===== src/rtl/spi_byte_master.sv =====
// rtl/spi_byte_master.sv - SPI mode-0 byte engine between the flash sequencer and the flash pins
// Paces each byte with spi_flag strobes and returns the received byte on data_read.
module spi_byte_master #(
  parameter int HALF    = 4,
  parameter int CS_IDLE = 4
) (
  input  logic       clk,
  input  logic       rst_n,
  input  logic       en_spi,
  input  logic [7:0] data_write,
  output logic [7:0] data_read,
  output logic       spi_flag,
  output logic       busy,
  output logic       cs_n,
  output logic       sck,
  output logic       mosi,
  input  logic       miso
);

  typedef enum logic [2:0] {
    IDLE,
    SETUP,
    FLAG,
    LATCH,
    SHIFT,
    HOLD
  } state_t;

  localparam logic [7:0] HALF_END  = 8'(HALF - 1);
  localparam logic [7:0] IDLE_LOAD = 8'(CS_IDLE - 1);

  state_t      state;
  logic        en_q;
  logic [7:0]  div;
  logic [7:0]  idle_cnt;
  logic [6:0]  tx_sh;
  logic [7:0]  rx_sh;
  logic [2:0]  bit_cnt;
  logic        div_end;

  assign div_end = (div == HALF_END);

  always_ff @(posedge clk or negedge rst_n) begin
    if (!rst_n) begin
      state     <= IDLE;
      en_q      <= 1'b0;
      div       <= 8'd0;
      idle_cnt  <= 8'd0;
      tx_sh     <= 7'd0;
      rx_sh     <= 8'd0;
      bit_cnt   <= 3'd0;
      data_read <= 8'h00;
      spi_flag  <= 1'b0;
      busy      <= 1'b0;
      cs_n      <= 1'b1;
      sck       <= 1'b0;
      mosi      <= 1'b0;
    end else begin
      en_q <= en_spi;
      case (state)
        IDLE: begin
          if (idle_cnt != 8'd0) begin
            idle_cnt <= idle_cnt - 8'd1;
          end else if (en_q) begin
            cs_n  <= 1'b0;
            busy  <= 1'b1;
            div   <= 8'd0;
            state <= SETUP;
          end
        end
        SETUP: begin
          if (div_end) begin
            div      <= 8'd0;
            spi_flag <= 1'b1;
            state    <= FLAG;
          end else begin
            div <= div + 8'd1;
          end
        end
        FLAG: begin
          if (div_end) begin
            div      <= 8'd0;
            spi_flag <= 1'b0;
            state    <= LATCH;
          end else begin
            div <= div + 8'd1;
          end
        end
        LATCH: begin
          // Two cycles so an en_spi drop on the flag falling edge reaches en_q.
          if (div == 8'd0) begin
            div <= 8'd1;
          end else begin
            div <= 8'd0;
            if (!en_q) begin
              state <= HOLD;
            end else begin
              tx_sh   <= data_write[6:0];
              mosi    <= data_write[7];
              bit_cnt <= 3'd0;
              state   <= SHIFT;
            end
          end
        end
        SHIFT: begin
          if (!div_end) begin
            div <= div + 8'd1;
          end else begin
            div <= 8'd0;
            if (!sck) begin
              sck   <= 1'b1;
              rx_sh <= {rx_sh[6:0], miso};
            end else begin
              sck     <= 1'b0;
              bit_cnt <= bit_cnt + 3'd1;
              if (bit_cnt != 3'd7) begin
                mosi  <= tx_sh[6];
                tx_sh <= {tx_sh[5:0], 1'b0};
              end else begin
                data_read <= rx_sh;
                spi_flag  <= 1'b1;
                state     <= FLAG;
              end
            end
          end
        end
        HOLD: begin
          if (div_end) begin
            div      <= 8'd0;
            cs_n     <= 1'b1;
            busy     <= 1'b0;
            idle_cnt <= IDLE_LOAD;
            state    <= IDLE;
          end else begin
            div <= div + 8'd1;
          end
        end
        default: begin
          state <= IDLE;
        end
      endcase
    end
  end

endmodule


===== config.mk =====
export PLATFORM = sky130hd
export DESIGN_NAME = spi_byte_master
export DESIGN_NICKNAME = d
export VERILOG_FILES = /design/src/rtl/spi_byte_master.sv
export SDC_FILE = /design/constraint.sdc
export NUM_CORES = 1
export LEC_CHECK = 0
export ABC_CLOCK_PERIOD_IN_PS = 2800
export BUFFER_PORTS_ARGS = -buffer_cell sky130_fd_sc_hd__buf_4
export CAP_MARGIN = 0
export CORE_ASPECT_RATIO = 1.25
export CORE_MARGIN = 2
export CORE_UTILIZATION = 45
export DETAILED_ROUTE_END_ITERATION = 8
export GPL_ROUTABILITY_DRIVEN = 0
export HOLD_SLACK_MARGIN = 0.02
export REMOVE_ABC_BUFFERS = 1
export SYNTH_ARGS = -nofsm -noshare
export SYNTH_HDL_FRONTEND = slang
export SYNTH_SLANG_ARGS = --single-unit

===== constraint.sdc =====
create_clock -name clk -period 2.8 [get_ports clk]
set_input_delay 0.56 -clock clk [delete_from_list [all_inputs] [get_ports clk]]
set_output_delay 0.56 -clock clk [all_outputs]
set_load 0.01 [all_outputs]

==> flow_summary.ini <==
[global_route]
grt_pass1_wl_um = 8470
grt_pass1_vias = 1798
grtUsageTotal = 0.168
grt_max_degree = 52
grt_antenna_before_repair = 0
overflow = 0

[power]
peakVddDrop_v = 0.000409
p_int_w = 0.00156
pwr-share-clk = 0.177
p_leak_nw = 1.35
switching_share = 0.366
pwr-share-comb = 0.365
p_seq_frac = 0.458
power_switching_w = 0.000902
power_density_nw_per_um2 = 842

[synth]
synth-seq-cells = 51
seq_area_frac_synth = 0.492
ys_top_cells_by_area = dfrtp_1, mux2_2, ha_1, xnor2_1, a31oi_1
yosys.area.top_type = dfrtp_1
synthCells = 221
synth_cell_types = 51
syn_area_um2 = 2600
synthArstFlopShare = 1.00
synth_edf_count = 0
yosys.area.top_type_share = 0.482
syn_area_per_cell_um2 = 11.7
synth_flop_cell = dfrtp_1
ys_warn_count = 0

[routing]
antenna_left = 0
drt_iter0_markers = 104
drt-wirelength-per-cell_um = 15.5
vias = 1778
vias_per_cell = 5.72
routed_wl_um = 4810
first_pass_iters = 4
route.detailed.drc = 0

[cts]
cts_root_buf = clkbuf_8
cts_max_path_buffers = 2
h-tree-depth = 2
cts_setup_buffers = 0
cts_buffers = 5
cts_hold_buf = 0
clkTransAtPathRegs_ns = 0.10
clk-insertion-delay-late_ns = 0.30
cts_tree = built
cts-resized-gates = 0
cts_sinks = 51

[placement]
post-dp-hpwl_um = 3380
numPortBuffers = 24

[critical_path]
r2r_setup_slack_ns = 0.57
cp-start-kind = register
reg2reg_to = tx_sh[0]
crit_required_ns = 2.99
worstPathMaxFanout = 8
critPathCaptureType = register
cp.arrival_ns = 2.42
path_class = register to register
reg2reg_from = div[0]
worstRegToRegCells = 5

[sta]
tns_ns = 0
final_hold_viol_count = 0
worst_pin_slew_ns = 0.633
slew_headroom = 0.578
fin_skew_ns = 0.00950
rsz0062_at_grt = false
period_share = 0.798
fmax_mhz = 448
slew_viol_final = 0
setup_viol = 0
layout_min_cycle_time_ns = 2.23

[status]
status = finished, final reports clean

[die]
initial_core_util = 0.471
die_w_um = 71.9
die_h_um = 88.9
dieArea_um2 = 6400
num_io_pins = 25
row_count = 30
coreArea_um2 = 5520

[layout]
drive_gt1_frac = 0.316
finish.utilization = 0.530
fin_nets = 264
diodes = 0
area_growth_pct = 12.6
fillers = 505

[min_path]
hold_class = primary input to async pin

[job]
cap_viol_max_count = 0
==> per-stage QoR <==
| stage | hold slack (ns) | setup slack [ns] | total power (W) | instance area, µm² | std cells |
|---|---|---|---|---|---|
| after floorplan | 0.264 | 0.323 | 0.00177 | 2550 | 212 |
| after global placement | 0.489 | 0.671 | 0.00202 | 2830 | 303 |
| after detailed placement | 0.493 | 0.589 | 0.00205 | 2830 | 303 |
| after CTS | 0.295 | 0.541 | 0.00250 | 2920 | 311 |
| after global routing | 0.321 | 0.401 | 0.00267 | 2920 | 311 |
| final | 0.265 | 0.567 | 0.00246 | 2920 | 311 |
==> sequential cells by signal, indices dropped and copies added, names as in the netlist <==
| signal | flops |
|---|---|
| sck | 1 |
| en_q | 1 |
| div | 8 |
| state | 3 |
| cs_n | 1 |
| idle_cnt | 8 |
| tx_sh | 7 |
| mosi | 1 |
| data_read | 8 |
| bit_cnt | 3 |
| rx_sh | 8 |
| spi_flag | 1 |
| busy | 1 |
==> worst max-delay path, stage by stage, from the launching register on <==
cell and delay (ns):
dfrtp_1 0.45, ha_1 0.29, nor4bb_1 0.32, a21oi_1 0.19
a211oi_4 0.48, mux2_2 0.39
==> layout make-up <==
type                    instances  area (µm²)  share of cell area
repair buffers                 27         203              0.0693
clock inverters                 3        22.5             0.00770
well taps                      64        80.1              0.0274
flip-flops and latches         51        1280               0.437
inverters                      10        37.5              0.0128
multi-input cells             151        1230               0.422
clock buffers                   5        68.8              0.0235
==> synthesized netlist by cell type (2+ instances only) <==
cell type	count
a22o_1	5
nor3b_1	3
xnor2_1	7
nand2_1	8
a2111oi_0	2
nand2b_1	3
and3_1	2
nor2_1	7
o21ai_0	5
nand4_1	3
buf_2	4
dfrtp_1	50
a211o_1	3
a21o_1	2
ha_1	6
nand3b_1	2
nor2b_1	2
a31oi_1	8
inv_1	10
or3b_2	2
mux2_2	32
or3_1	5
nand3_1	4
nor3_1	5
a21oi_1	9
clkbuf_1	4
and2_1	2
a211oi_1	3
==> power groups by stage <==
stage,sequential [W],clock [W],combinational (W)
after floorplan,0.00110,0,0.000661
after global placement,0.00114,0,0.000886
after detailed placement,0.00114,0,0.000905
after CTS,0.00113,0.000458,0.000912
after global routing,0.00117,0.000482,0.00102
final,0.00113,0.000436,0.000899
==> worst max path at each step <==
| stage | startpoint | to | slack (ns) | depth (start not counted) |
|---|---|---|---|---|
| final | div[0] | tx_sh[0] | 0.57 | 5 |
| after global routing | div[0] | tx_sh[0] | 0.40 | 5 |
| after CTS | div[0] | tx_sh[0] | 0.54 | 5 |
| after detailed placement | div[0] | tx_sh[3] | 0.59 | 5 |
| after global placement | div[0] | mosi | 0.67 | 5 |
| after floorplan | state[2] | mosi | 0.32 | 4 |
==> layer usage <==
layer | track usage | part of all wire
met1 | 0.219 | 0.46
met2 | 0.285 | 0.50
met3 | 0.0361 | 0.035
met4 | 0.0497 | 0.0087
met5 | 0 | 0
==> cell usage in the layout (no fill, tap or decap), types with 2 or more instances in the layout <==
master     count
a22o_1         5
a211oi_1       3
nand4_1        3
and2_1         2
dfrtp_1       50
nand3_1        4
clkbuf_8       5
nor2b_1        2
inv_6          2
a21o_1         2
nand2b_1       3
nor3_1         5
mux2_2        32
xnor2_1        7
inv_1         10
ha_1           6
nor2_1         7
or3_1          5
or3b_2         2
a2111oi_0      2
a21oi_1        9
o21ai_0        5
nand3b_1       2
a211o_1        3
and3_1         2
buf_4         27
nand2_1        8
a31oi_1        8
nor3b_1        3
==> kinds of logic (layout without fill, tap and decap cells) <==
family          Yosys count  in the layout  synth area share
simple gates             57             57             0.140
xor+xnor                  7              7            0.0236
mux                      33             33             0.143
fa+ha+maj                 6              6            0.0289
compound gates           48             48             0.140
flops                    51             51             0.492
buf+inv                  19             45            0.0323
No activity file was read; power rests on OpenSTA's default activity.
